==> src/rtl/alu_divrem_pkg.sv <==
// Shared ALU definitions for the iterative divider: opcodes, FSM states and
// the two's-complement helper used for operand magnitudes and result signs.
package alu_divrem_pkg;

    localparam logic [4:0] OP_DIV  = 5'd20;
    localparam logic [4:0] OP_DIVU = 5'd21;
    localparam logic [4:0] OP_REM  = 5'd22;
    localparam logic [4:0] OP_REMU = 5'd23;

    typedef enum logic [1:0] {
        IDLE = 2'd0,
        RUN  = 2'd1,
        DONE = 2'd2
    } div_state_t;

    function automatic logic [31:0] twoscomp(input logic [31:0] val);
        return ~val + 32'd1;
    endfunction

    // Opcode bit 0 clear means signed, bit 1 set means remainder.
    function automatic logic is_div_op(input logic [4:0] op);
        return (op >= OP_DIV) && (op <= OP_REMU);
    endfunction

endpackage

==> src/rtl/alu_divrem_div_step.sv <==
// One restoring shift-subtract iteration: shifts {rem, quo} left by one and
// keeps the trial difference when it does not go negative.
module div_step #(
    parameter int W = 32
) (
    input  logic [W-1:0] rem_in,
    input  logic [W-1:0] quo_in,
    input  logic [W-1:0] divisor,
    output logic [W-1:0] rem_out,
    output logic [W-1:0] quo_out
);

    logic [W:0] shifted;
    logic       ge;

    always_comb begin
        shifted = {rem_in, quo_in[W-1]};
        // A set carry-out bit means the shifted remainder already exceeds any divisor.
        ge      = shifted[W] | (shifted[W-1:0] >= divisor);
        rem_out = shifted[W-1:0] - (ge ? divisor : {W{1'b0}});
        quo_out = {quo_in[W-2:0], ge};
    end

endmodule

==> src/rtl/alu_divrem.sv <==
// Iterative 32-bit DIV/DIVU/REM/REMU unit: one quotient bit per cycle on
// operand magnitudes, sign fix-up and result registration in DONE.
//
// state | meaning
// IDLE  | waiting for a divide opcode with dat_ready
// RUN   | 32 restoring steps, cnt_q counts 0..31
// DONE  | apply signs, register Div_out and flags, pulse Div_valid
module alu_divrem
    import alu_divrem_pkg::*;
#(
    parameter int XLEN = 32
) (
    input  logic            soc_clk,
    input  logic            reset,
    input  logic            dat_ready,
    input  logic [XLEN-1:0] ALU_dat1,
    input  logic [XLEN-1:0] ALU_dat2,
    input  logic [4:0]      decryptedOP,
    output logic [XLEN-1:0] Div_out,
    output logic            Div_valid,
    output logic            Div_busy,
    output logic            Div_zero,
    output logic            Div_divbyzero,
    output logic            Div_overflow
);

    div_state_t      state_q, state_d;
    logic [XLEN-1:0] rem_q, rem_d;
    logic [XLEN-1:0] quo_q, quo_d;
    logic [XLEN-1:0] dvs_q, dvs_d;
    logic [4:0]      cnt_q, cnt_d;
    logic            is_rem_q, is_rem_d;
    logic            qsign_q, qsign_d;
    logic            rsign_q, rsign_d;
    logic            dbz_q, dbz_d;
    logic            ovf_q, ovf_d;

    logic [XLEN-1:0] out_q, out_d;
    logic            valid_q, valid_d;
    logic            zero_q, zero_d;
    logic            divbyzero_q, divbyzero_d;
    logic            overflow_q, overflow_d;

    logic            accept;
    logic            op_signed;
    logic            sign1;
    logic            sign2;
    logic [XLEN-1:0] step_rem;
    logic [XLEN-1:0] step_quo;
    logic [XLEN-1:0] quo_fix;
    logic [XLEN-1:0] rem_fix;
    logic [XLEN-1:0] result;

    assign accept    = dat_ready && is_div_op(decryptedOP);
    assign op_signed = ~decryptedOP[0];
    assign sign1     = op_signed & ALU_dat1[XLEN-1];
    assign sign2     = op_signed & ALU_dat2[XLEN-1];

    div_step #(.W(XLEN)) u_div_step (
        .rem_in  (rem_q),
        .quo_in  (quo_q),
        .divisor (dvs_q),
        .rem_out (step_rem),
        .quo_out (step_quo)
    );

    // On divide by zero RUN is skipped, so quo_q still holds the dividend
    // magnitude and re-applying its sign recovers the original ALU_dat1.
    always_comb begin
        quo_fix = qsign_q ? twoscomp(quo_q) : quo_q;
        rem_fix = rsign_q ? twoscomp(rem_q) : rem_q;
        if (dbz_q) begin
            quo_fix = {XLEN{1'b1}};
            rem_fix = rsign_q ? twoscomp(quo_q) : quo_q;
        end
        result = is_rem_q ? rem_fix : quo_fix;
    end

    always_comb begin
        state_d     = state_q;
        rem_d       = rem_q;
        quo_d       = quo_q;
        dvs_d       = dvs_q;
        cnt_d       = cnt_q;
        is_rem_d    = is_rem_q;
        qsign_d     = qsign_q;
        rsign_d     = rsign_q;
        dbz_d       = dbz_q;
        ovf_d       = ovf_q;
        out_d       = out_q;
        valid_d     = 1'b0;
        zero_d      = zero_q;
        divbyzero_d = divbyzero_q;
        overflow_d  = overflow_q;

        case (state_q)
            IDLE: begin
                if (accept) begin
                    is_rem_d = decryptedOP[1];
                    qsign_d  = sign1 ^ sign2;
                    rsign_d  = sign1;
                    quo_d    = sign1 ? twoscomp(ALU_dat1) : ALU_dat1;
                    dvs_d    = sign2 ? twoscomp(ALU_dat2) : ALU_dat2;
                    rem_d    = '0;
                    cnt_d    = '0;
                    dbz_d    = (ALU_dat2 == '0);
                    ovf_d    = op_signed && (ALU_dat1 == {1'b1, {(XLEN-1){1'b0}}})
                                         && (ALU_dat2 == {XLEN{1'b1}});
                    state_d  = (ALU_dat2 == '0) ? DONE : RUN;
                end
            end
            RUN: begin
                rem_d = step_rem;
                quo_d = step_quo;
                cnt_d = cnt_q + 5'd1;
                if (cnt_q == 5'd31) begin
                    state_d = DONE;
                end
            end
            DONE: begin
                out_d       = result;
                zero_d      = (result == '0);
                divbyzero_d = dbz_q;
                overflow_d  = ovf_q;
                valid_d     = 1'b1;
                state_d     = IDLE;
            end
            default: state_d = IDLE;
        endcase
    end

    always_ff @(posedge soc_clk) begin
        if (reset) begin
            state_q     <= IDLE;
            rem_q       <= '0;
            quo_q       <= '0;
            dvs_q       <= '0;
            cnt_q       <= '0;
            is_rem_q    <= 1'b0;
            qsign_q     <= 1'b0;
            rsign_q     <= 1'b0;
            dbz_q       <= 1'b0;
            ovf_q       <= 1'b0;
            out_q       <= '0;
            valid_q     <= 1'b0;
            zero_q      <= 1'b0;
            divbyzero_q <= 1'b0;
            overflow_q  <= 1'b0;
        end else begin
            state_q     <= state_d;
            rem_q       <= rem_d;
            quo_q       <= quo_d;
            dvs_q       <= dvs_d;
            cnt_q       <= cnt_d;
            is_rem_q    <= is_rem_d;
            qsign_q     <= qsign_d;
            rsign_q     <= rsign_d;
            dbz_q       <= dbz_d;
            ovf_q       <= ovf_d;
            out_q       <= out_d;
            valid_q     <= valid_d;
            zero_q      <= zero_d;
            divbyzero_q <= divbyzero_d;
            overflow_q  <= overflow_d;
        end
    end

    assign Div_out       = out_q;
    assign Div_valid     = valid_q;
    assign Div_busy      = (state_q != IDLE);
    assign Div_zero      = zero_q;
    assign Div_divbyzero = divbyzero_q;
    assign Div_overflow  = overflow_q;

endmodule

==> config.mk <==
export PLATFORM = sky130hd
export DESIGN_NAME = alu_divrem
export DESIGN_NICKNAME = d
export VERILOG_FILES = /design/src/rtl/alu_divrem_pkg.sv /design/src/rtl/alu_divrem_div_step.sv /design/src/rtl/alu_divrem.sv
export SDC_FILE = /design/constraint.sdc
export NUM_CORES = 1
export LEC_CHECK = 0
export ABC_CLOCK_PERIOD_IN_PS = 5800
export CAP_MARGIN = 10
export CELL_PAD_IN_SITES_DETAIL_PLACEMENT = 1
export CELL_PAD_IN_SITES_GLOBAL_PLACEMENT = 2
export CORE_MARGIN = 4
export CORE_UTILIZATION = 34
export DETAILED_ROUTE_END_ITERATION = 6
export GPL_TIMING_DRIVEN = 0
export HOLD_SLACK_MARGIN = 0.15
export MAX_ROUTING_LAYER = met4
export PLACE_DENSITY = 0.83
export SYNTH_ARGS = -nofsm -noshare
export SYNTH_HDL_FRONTEND = slang
export SYNTH_HIERARCHICAL = 1
export SYNTH_SLANG_ARGS = --single-unit
==> constraint.sdc <==
create_clock -name soc_clk -period 5.8 [get_ports soc_clk]
set_input_delay 1.16 -clock soc_clk [delete_from_list [all_inputs] [get_ports soc_clk]]
set_output_delay 1.16 -clock soc_clk [all_outputs]
set_load 0.03 [all_outputs]
==> results of run 1 <==
## layout by cell type (no fill, tap or decap), types with 54 or more instances in the layout
cell / synthesis / layout
sky130_fd_sc_hd__nand2_1: 197 / 197
sky130_fd_sc_hd__clkbuf_1: 85 / 84
sky130_fd_sc_hd__o21ai_0: 82 / 81
sky130_fd_sc_hd__dfxtp_1: 144 / 135
sky130_fd_sc_hd__nor2_1: 167 / 167
sky130_fd_sc_hd__xnor2_1: 63 / 63
sky130_fd_sc_hd__inv_1: 59 / 59
sky130_fd_sc_hd__clkdlybuf4s50_1: 0 / 107
sky130_fd_sc_hd__xor2_1: 54 / 54
sky130_fd_sc_hd__ha_1: 70 / 69
sky130_fd_sc_hd__a21oi_1: 178 / 178
## routing by layer
layer  wire (um)  vias up  GRT usage, %
li1            -     6230             -
met1       22600     6451          33.6
met2       24700      336          45.2
met3        1960       86          2.80
met4        1900        0          8.84
met5           0        -             -
## where the power goes
part / internal, mW / switching [mW] / leakage [nW]
Combinational: 0.878 / 1.16 / 3.60
Clock: 0.789 / 0.518 / 0.323
Sequential: 1.03 / 0.0846 / 1.17
Total: 2.69 / 1.76 / 5.10
## cells in the mapped netlist, types with 5 or more instances
cell type and number:
sky130_fd_sc_hd__or2_2 8, sky130_fd_sc_hd__a22oi_1 8, sky130_fd_sc_hd__o41ai_1 16, sky130_fd_sc_hd__nor2b_1 12, sky130_fd_sc_hd__nand3b_1 6, sky130_fd_sc_hd__or3_1 25
sky130_fd_sc_hd__mux2i_1 6, sky130_fd_sc_hd__o21a_1 6, sky130_fd_sc_hd__a31oi_1 13, sky130_fd_sc_hd__dfxtp_1 144, sky130_fd_sc_hd__nand4_1 21, sky130_fd_sc_hd__buf_2 5
sky130_fd_sc_hd__o211ai_1 6, sky130_fd_sc_hd__nand3_1 53, sky130_fd_sc_hd__xor2_1 54, sky130_fd_sc_hd__o21bai_1 9, sky130_fd_sc_hd__nand2b_1 18, sky130_fd_sc_hd__nand2_1 197
sky130_fd_sc_hd__ha_1 70, sky130_fd_sc_hd__a221oi_1 5, sky130_fd_sc_hd__a211oi_1 44, sky130_fd_sc_hd__or4_1 25, sky130_fd_sc_hd__nor4_1 21, sky130_fd_sc_hd__nor2_1 167
sky130_fd_sc_hd__inv_1 59, sky130_fd_sc_hd__buf_1 15, sky130_fd_sc_hd__a21o_1 13, sky130_fd_sc_hd__o21ai_0 82, sky130_fd_sc_hd__nor3_1 38, sky130_fd_sc_hd__a311oi_1 30
sky130_fd_sc_hd__o31ai_1 20, sky130_fd_sc_hd__a21oi_1 178, sky130_fd_sc_hd__o211a_1 5, sky130_fd_sc_hd__nand4b_1 5, sky130_fd_sc_hd__buf_4 35, sky130_fd_sc_hd__xnor2_1 63
sky130_fd_sc_hd__clkbuf_1 85, sky130_fd_sc_hd__o22ai_1 11, sky130_fd_sc_hd__and3_1 9
## stage by stage
stage                     setup slack (ns)  instance area (um2)  util [%]  TNS [ns]  cells
after floorplan                      0.983                12000         -         0   1655
after global placement              -0.121                13600      39.3    -0.160   2217
after detailed placement            -0.182                13600      39.3    -0.430   2217
after CTS                           0.0644                14300      41.2         0   2249
after global routing                0.0347                14300      41.4         0   2251
final                                0.428                14300      41.4         0   2251
## repair_timing
item	4_1_cts	5_1_grt
buffers inserted	0	2
pin swaps	0	2
endpoints found under the setup margin	4	13
hold buffers	0	0
resized for setup	5	17
## worst max-delay path by stage
stage / depth (start not counted) / from / to
floorplan: 21 / rem_q[24]$_SDFFE_PP0P_ / rem_q[17]$_SDFFE_PP0P_
global placement: 21 / dvs_q[27]$_SDFFE_PP0P_ / rem_q[20]$_SDFFE_PP0P_
detailed placement: 20 / rem_q[10]$_SDFFE_PP0P_ / rem_q[20]$_SDFFE_PP0P_
CTS: 22 / dvs_q[27]$_SDFFE_PP0P_ / rem_q[17]$_SDFFE_PP0P_
global route: 22 / dvs_q[27]$_SDFFE_PP0P_ / rem_q[17]$_SDFFE_PP0P_
finish: 22 / rem_q[9]$_SDFFE_PP0P_ / rem_q[30]$_SDFFE_PP0P_
## final cells by class
class                           count  area share (%)
Buffer                            141            4.72
Sequential cell                   144            20.2
Inverter                           61            1.60
Tap cell                          455            3.97
Timing Repair Buffer              109            7.57
Clock buffer                       19            3.09
Clock inverter                     13            1.56
Multi-Input combinational cell   1309            57.3
## registers in the layout, summed over array words and instances, names as in the netlist, 2 cells and up
name     flops
quo_q       32
cnt_q        5
rem_q       32
dvs_q       32
Div_out     32
state_q      2
## cell families (layout without fill, tap and decap cells)
group           Yosys count  in the layout  synth area share [%]
compound gates          488            488                  26.6
xor+xnor                117            117                  8.57
fa+ha+maj                71             71                  7.49
buf+inv                 202            343                  7.56
flops                   144            144                  24.1
mux                       6              6                 0.502
simple gates            627            627                  25.2
## worst reg2reg max path, cell delays in order (launching register included)
cell and delay, ns:
sky130_fd_sc_hd__dfxtp_1 0.43, sky130_fd_sc_hd__ha_1 0.36, sky130_fd_sc_hd__nand2_1 0.05, sky130_fd_sc_hd__o21ai_1 0.27
sky130_fd_sc_hd__a41oi_1 0.15, sky130_fd_sc_hd__nor3_1 0.29, sky130_fd_sc_hd__o211ai_1 0.17, sky130_fd_sc_hd__o21ai_0 0.19
sky130_fd_sc_hd__a211o_2 0.27, sky130_fd_sc_hd__clkbuf_2 0.25, sky130_fd_sc_hd__nand2_1 0.11, sky130_fd_sc_hd__ha_1 0.29
sky130_fd_sc_hd__buf_2 0.21, sky130_fd_sc_hd__nand2_4 0.07, sky130_fd_sc_hd__or4_4 0.52, sky130_fd_sc_hd__or3_1 0.38
sky130_fd_sc_hd__o2111a_1 0.19, sky130_fd_sc_hd__nor3_4 0.24, sky130_fd_sc_hd__a41oi_2 0.21, sky130_fd_sc_hd__a211oi_2 0.24
sky130_fd_sc_hd__xor2_1 0.22, sky130_fd_sc_hd__nand2_1 0.09, sky130_fd_sc_hd__a21oi_1 0.14
==> results summary, run 1 <==
The minimum clock period is 5.37 ns. The via count of the first global-routing pass came out at 13,100. After legalization and detailed placement, the total HPWL measured 40,400 um. The gate count after technology mapping came out at 1,655. The die span in y came out at 196 um. The startpoint identified for the worst hold timing path is Div_out[7]$_SDFFE_PP0P_. The total wirelength of the detailed-routed design is 51,200 um.

The dominant register cell in the synthesized netlist is sky130_fd_sc_hd__dfxtp_1. The average vias per placed instance is 5.82. Grouping stages by cell kind, the critical path spends the most delay in compound AO/OA/AOI/OAI gates. The clock latency on the worst-skew pair came out at 0.44 ns.

The number of distinct standard cells referenced by the synthesized netlist is 83. The number of antenna violations at the first check in global routing is 1. The area growth from synthesis to layout is 19.9%. The number of warnings reported in the yosys synthesis log is 6. The number of standard-cell rows in the floorplan is 68. For this design the ratio of total power to cell area is 310 nW/um2. The run finished with clean final reports. The area of the mapped netlist came out at 12,000 um2. The clock transition at the registers of the reported paths is 0.06 ns. At the end of routability-driven placement, the weighted congestion stood at 0.994. The tightest hold margin came out at 0.456 ns. The static leakage is 5.10 nW. The data required time of the critical path came out at 6.17 ns. The ratio of final minimum period to clock period came out at 92.6%.

The terminus of the critical flop-to-flop path is rem_q[30]$_SDFFE_PP0P_. The category of the worst setup path launch point is a flip-flop. The synthesized design contains 0 enable-type register cells. The cell with the largest stage delay on the worst path is sky130_fd_sc_hd__or4_4. The fraction of registers with async set/reset came out at 0%.

The hold-critical path depth came out at 2. For the worst setup path, the data arrival time is 5.74 ns. The largest voltage drop on the vdd net came out at 0.000212 V. The layout filler cell count is 4,339. The routed length per placed instance is 22.7 um. The core region is 34,600 um2.

The sequential cells in the finished layout cover a total of 2890 um2. The cell repeated most along the worst path is sky130_fd_sc_hd__nand2_1. Sequential elements use 24.1% of the synthesized area. TritonCTS built the clock tree. STA classifies the critical path endpoint as a flip-flop. The worst hold path endpoint is Div_out[7]$_SDFFE_PP0P_.

The deepest level of the CTS H-tree came out at 4. For this run, the detailed router's first-pass iteration total came to 5. After synthesis, the cell types taking the most area are sky130_fd_sc_hd__dfxtp_1 (24%), sky130_fd_sc_hd__a21oi_1 (7.5%), sky130_fd_sc_hd__ha_1 (7.3%).

The max-slew violation count is 0. At the pin with the least slew margin, the transition time is 0.996 ns. In the routed design, unresolved DRC markers number 0.

The first global-routing pass estimated 78,600 um of wire. The library cell used as clock root buffer is sky130_fd_sc_hd__clkbuf_16. The clock buffer count from CTS is 17.

Setup repair after global routing left no endpoint under its margin. The number of antenna diodes in the final layout is 0. The count of buffers inserted at the top-level ports is 107. The share of the synthesized area in the top cell type came out at 24.1%. Once detail routing completed, the nets flagged for antenna violations numbered 0.

The via count came out at 13,100. The number of setup violations in the final report is 0. The critical path is of the reg -> reg type. The initial core utilization came out at 34.5%.

The global routing usage summed across all routing layers came out at 26.8%. The largest area contributor in the netlist is sky130_fd_sc_hd__dfxtp_1. In the final layout, the share of cells above drive strength 1 is 6.74%. The die covers 38,200 um2. The number of flip-flops and latches in the synthesized netlist is 144. The headroom to the max-slew limit is 33.0%. The worst hold-check path type is reg -> reg. The I/O pin count is 109.

The floorplan step set the die width to 196 um. The number of nets in the finished design came out at 1,926. The largest fanout on the critical path is 10. The number of nets produced by synthesis is 1,798. Summing all multi-input logic gate instances after layout gives 8220 um2. The count of endpoints failing hold in the final timing report is 0. The startpoint identified for the worst register-to-register timing path is rem_q[9]$_SDFFE_PP0P_. Global routing finished with a remaining overflow of 0. For this run, the top clock speed supported by timing is 186 MHz. For flop-to-flop paths, the worst setup slack is 0.43 ns. The post-layout total power came out at 4.45 mW. The largest stage delay on the critical path is 0.52 ns. The maximum clock skew at final layout came out at 0.0128 ns. The count of clock tree sinks came out at 144. In this run the mean area of a mapped cell was 7.22 um2. The buffers plus inverters on the worst setup path came out at 2. The signal on the critical path passes through ha_1 -> nand2_1 -> o21ai_1 -> a41oi_1 -> nor3_1 -> o211ai_1 -> o21ai_0 -> a211o_2 -> clkbuf_2 -> nand2_1 -> ha_1 -> buf_2 -> nand2_4 -> or4_4 -> or3_1 -> o2111a_1 -> nor3_4 -> a41oi_2 -> a211oi_2 -> xor2_1 -> nand2_1 -> a21oi_1.

The starting DRC count in detailed routing came out at 792. Measured in cells, the most critical reg-to-reg path has a length of 22. The tool flagged a number of max-cap violations equal to 0.

The maximum count of clock buffers along a single path is 2. The largest net degree at the start of global routing is 17.
Power figures use the tool's default switching activity.
==> inputs of run 2 (changes only) <==
--- a/config.mk
+++ b/config.mk
@@ -5,17 +5,17 @@
 export SDC_FILE = /design/constraint.sdc
 export NUM_CORES = 1
 export LEC_CHECK = 0
-export ABC_CLOCK_PERIOD_IN_PS = 5800
+export ABC_CLOCK_PERIOD_IN_PS = 6850
 export CAP_MARGIN = 10
 export CELL_PAD_IN_SITES_DETAIL_PLACEMENT = 1
 export CELL_PAD_IN_SITES_GLOBAL_PLACEMENT = 2
 export CORE_MARGIN = 4
-export CORE_UTILIZATION = 34
+export CORE_UTILIZATION = 37
 export DETAILED_ROUTE_END_ITERATION = 6
 export GPL_TIMING_DRIVEN = 0
 export HOLD_SLACK_MARGIN = 0.15
 export MAX_ROUTING_LAYER = met4
-export PLACE_DENSITY = 0.83
+export PLACE_DENSITY = 0.89
 export SYNTH_ARGS = -nofsm -noshare
 export SYNTH_HDL_FRONTEND = slang
 export SYNTH_HIERARCHICAL = 1
==> constraint.sdc (replaced) <==
create_clock -name soc_clk -period 6.85 [get_ports soc_clk]
set_input_delay 1.37 -clock soc_clk [delete_from_list [all_inputs] [get_ports soc_clk]]
set_output_delay 1.37 -clock soc_clk [all_outputs]
set_load 0.03 [all_outputs]
==> run 2 against run 1 <==
Register-to-register slack gained 0.09 ns. Global-route usage grew 2.5 points. Die area shrank 7.8%. Cell count shrank 2.4%. Via count grew 1.1%. Critical path type unchanged. First-iteration DRC count grew 23%. Sequential power shrank 16%. Design area shrank 1.3%.
==> results summary, run 2 (synthesis results as in run 1) <==
Status: complete, no violations (unchanged). The full die area is 35,200 um2 (was 38,200 um2). The hold path startpoint is Div_out[2]$_SDFFE_PP0P_ (was Div_out[7]$_SDFFE_PP0P_).

The area of combinational cells with multiple inputs came to 8170 um2 (was 8220 um2). The tightest hold margin came out at 0.459 ns (was 0.456 ns). The library cell used as clock root buffer was sky130_fd_sc_hd__clkbuf_16 (unchanged). The sum of routed wire segments on met1 was 21,600 um (was 22,600 um). The number of antenna violations at the first check in global routing came out at 0 (was 1).

The global routing usage summed across all routing layers came out at 29.3% (was 26.8%). The clock latency on the worst-skew pair is 0.45 ns (was 0.44 ns). The upper clock frequency limit is 158 MHz (was 186 MHz). The cell with the largest stage delay on the worst path is sky130_fd_sc_hd__a221oi_1 (was sky130_fd_sc_hd__or4_4). The number of hold buffers added after CTS was 0 (unchanged). The uppermost signal routing layer after detailed routing is met4 (unchanged). The remaining global-route overflow is 0 (unchanged). The headroom to the max-slew limit came out at 21.7% (was 33.0%).

The aggregate negative setup slack is 0 ns (unchanged). The number of antenna cells inserted came out at 0 (unchanged). The count of buffers inserted at the top-level ports came out at 107 (unchanged). The cell repeated most along the worst path is sky130_fd_sc_hd__a21oi_1 (was sky130_fd_sc_hd__nand2_1).

The clock buffer count from CTS is 17 (unchanged). The largest voltage drop on the vdd net is 0.000197 V (was 0.000212 V). The actual transition at the worst max-transition pin is 1.16 ns (was 0.996 ns). The clock transition at the registers of the reported paths was 0.07 ns (was 0.06 ns).

The detailed-placement wirelength estimate came out at 40,200 um (was 40,400 um). The beginning of the worst register-to-register path is dvs_q[27]$_SDFFE_PP0P_ (was rem_q[9]$_SDFFE_PP0P_). The via count came out at 13,200 (was 13,100).

Series of cell instances along the critical path: inv_1 -> ha_1 -> a21oi_1 -> o21ai_0 -> a2111oi_0 -> nand3_1 -> o211ai_1 -> o21ai_0 -> a211o_1 -> clkbuf_1 -> nand2_1 -> ha_1 -> a21o_1 -> a221oi_1 -> o21ai_1 -> a311oi_1 -> o2111ai_1 -> a21oi_1 -> xnor2_1 -> nand2_1 -> a21oi_1 (was ha_1 -> nand2_1 -> o21ai_1 -> a41oi_1 -> nor3_1 -> o211ai_1 -> o21ai_0 -> a211o_2 -> clkbuf_2 -> nand2_1 -> ha_1 -> buf_2 -> nand2_4 -> or4_4 -> or3_1 -> o2111a_1 -> nor3_4 -> a41oi_2 -> a211oi_2 -> xor2_1 -> nand2_1 -> a21oi_1). The I/O pin count came out at 109 (unchanged). The type of the worst setup path is reg -> reg (unchanged). The worst reg2reg path depth is 21 (was 22).

The count of TritonRoute iterations in the first routing pass is 5 (unchanged). The data arrival time at the worst-slack endpoint was 6.71 ns (was 5.74 ns). The routed length per placed instance came to 23.2 um (was 22.7 um). The die boundary width is 188 um (was 196 um). The total met2 wirelength after detailed routing was 23,900 um (was 24,700 um). The core occupancy in the finished layout came to 44.6% (was 41.4%). The initial core utilization is 37.7% (was 34.5%). The count of max-cap constraint violations is 0 (unchanged). The static leakage is 5.05 nW (was 5.10 nW). The post-CTS setup buffer count is 0 (unchanged). Commonest cells after routing, fill and taps aside: sky130_fd_sc_hd__nand2_1 (197), sky130_fd_sc_hd__a21oi_1 (178), sky130_fd_sc_hd__nor2_1 (167), sky130_fd_sc_hd__dfxtp_1 (144), sky130_fd_sc_hd__clkdlybuf4s50_1 (107) (was sky130_fd_sc_hd__nand2_1 (197), sky130_fd_sc_hd__a21oi_1 (178), sky130_fd_sc_hd__nor2_1 (167), sky130_fd_sc_hd__dfxtp_1 (135), sky130_fd_sc_hd__clkdlybuf4s50_1 (107)).

The fraction of layout instances using a drive strength above 1 is 5.69% (was 6.74%). The ratio of final minimum period to clock period was 92.4% (was 92.6%). The number of standard-cell rows in the floorplan came out at 65 (was 68). The hold-critical path depth is 2 (unchanged). The final instance area came out at 14,200 um2 (was 14,300 um2). The largest fanout on the critical path came out at 10 (unchanged). RSZ-0062 raised after global routing: no (unchanged).

The area of the core is 31,700 um2 (was 34,600 um2). The total wirelength of the detailed-routed design is 50,900 um (was 51,200 um). The count of endpoints failing hold in the final timing report came to 0 (unchanged). The number of cells on the critical path came out at 21 (was 22). The register area is 2880 um2 (was 2890 um2). The minimum clock period is 6.33 ns (was 5.37 ns). The category of the worst setup path launch point is a flip-flop (unchanged). The average vias per placed instance is 6.03 (was 5.82).

The number of gates resized after CTS is 0 (was 5). The count of clock tree sinks came to 144 (unchanged). The worst hold-check path type is reg -> reg (unchanged). The critical path's top delay family is compound AO/OA/AOI/OAI gates (unchanged). The DRC violation count after routing came out at 0 (unchanged).

The post-layout total power came out at 3.64 mW (was 4.45 mW). The buffers plus inverters on the worst setup path is 2 (unchanged). The starting DRC count in detailed routing came to 973 (was 792).

The worst hold path endpoint is Div_out[2]$_SDFFE_PP0P_ (was Div_out[7]$_SDFFE_PP0P_). The terminus of the critical flop-to-flop path was rem_q[20]$_SDFFE_PP0P_ (was rem_q[30]$_SDFFE_PP0P_). The number of setup violations in the final report came to 0 (unchanged). The data required time of the critical path came out at 7.23 ns (was 6.17 ns). The number of nets with antenna violations after routing came out at 0 (unchanged). The nature of the critical path endpoint is a flip-flop (unchanged). The power density relative to cell area came to 257 nW/um2 (was 310 nW/um2).

The via count of the first global-routing pass is 13,500 (was 13,100). The number of nets in the finished design came out at 1,924 (was 1,926). The die span in y came out at 188 um (was 196 um).

The largest net degree at the start of global routing came out at 17 (unchanged). The final weighted congestion in routability-driven placement came out at 0.978 (was 0.994). The maximum clock skew at final layout is 0.0111 ns (was 0.0128 ns). The maximum count of clock buffers along a single path is 2 (unchanged). The reg2reg setup slack came to 0.52 ns (was 0.43 ns).

The CTS tree was done (unchanged). The deepest level of the CTS H-tree is 4 (unchanged). The global-route wire length before repair came to 79,100 um (was 78,600 um).

The layout filler cell count is 3,998 (was 4,339). The synthesis-to-layout area growth came out at 18.4% (was 19.9%). The detailed-routed wire length on met3 was 2710 um (was 1960 um). The max-slew violation count came out at 0 (unchanged). The largest stage delay on the critical path came out at 0.75 ns (was 0.52 ns). The instance area after placement came out at 13,500 um2 (was 13,600 um2). The most common cell after layout, fill and taps aside is sky130_fd_sc_hd__nand2_1 (unchanged).
==> run 2: changes by cell type in the layout (fill, tap and decap cells not counted), moves of 2 or more <==
cell                        change
sky130_fd_sc_hd__buf_4          -2
sky130_fd_sc_hd__bufinv_16      -2
sky130_fd_sc_hd__clkbuf_2       -2
sky130_fd_sc_hd__clkinv_2       +2
sky130_fd_sc_hd__dfxtp_1        +9
sky130_fd_sc_hd__dfxtp_2        -9
sky130_fd_sc_hd__inv_6          +2
==> run 2: where the power goes <==
group	internal, mW	total, mW	switching [mW]	leakage (nW)
Clock	0.585	1.03	0.440	0.308
Sequential	0.868	0.937	0.0693	1.16
Combinational	0.702	1.68	0.974	3.58
==> run 2: per-stage QoR <==
step | setup slack, ns | cells
2_1_floorplan | 2.03 | 1655
3_3_place_gp | 0.862 | 2164
3_5_place_dp | 0.683 | 2164
4_1_cts | 0.610 | 2196
5_1_grt | 0.205 | 2196
6_report | 0.521 | 2196
==> run 2: layout make-up <==
class / count / share of cell area (%)
buffer: 141 / 4.77
sequential: 144 / 20.4
timing repair buffer: 107 / 7.57
tap: 402 / 3.55
clock buffer: 17 / 3.01
inverter: 61 / 1.62
clock inverter: 15 / 1.40
multi-input combinational: 1309 / 57.7
==> run 2: how the worst max path moves through the flow <==
| stage | startpoint | endpoint | slack (ns) |
|---|---|---|---|
| final | dvs_q[27]$_SDFFE_PP0P_ | rem_q[20]$_SDFFE_PP0P_ | 0.52 |
| after global routing | dvs_q[25]$_SDFFE_PP0P_ | rem_q[20]$_SDFFE_PP0P_ | 0.20 |
| after CTS | dvs_q[25]$_SDFFE_PP0P_ | rem_q[20]$_SDFFE_PP0P_ | 0.61 |
| after detailed placement | dvs_q[25]$_SDFFE_PP0P_ | rem_q[20]$_SDFFE_PP0P_ | 0.68 |
| after global placement | dvs_q[25]$_SDFFE_PP0P_ | rem_q[20]$_SDFFE_PP0P_ | 0.86 |
| after floorplan | rem_q[24]$_SDFFE_PP0P_ | rem_q[17]$_SDFFE_PP0P_ | 2.03 |
==> run 2: per-layer routing <==
metal,up-vias,global-route usage (%)
li1,6242,-
met1,6498,35.4
met2,392,48.2
met3,112,4.58
met4,0,13.5
met5,-,-
==> run 2: worst min-delay path, delay by kind of cell, from the launching register on <==
kind,cells,cell delay (ns)
AND/OR/NAND/NOR,1,0.05
AO/OA/AOI/OAI,1,0.05
flip-flops,1,0.31
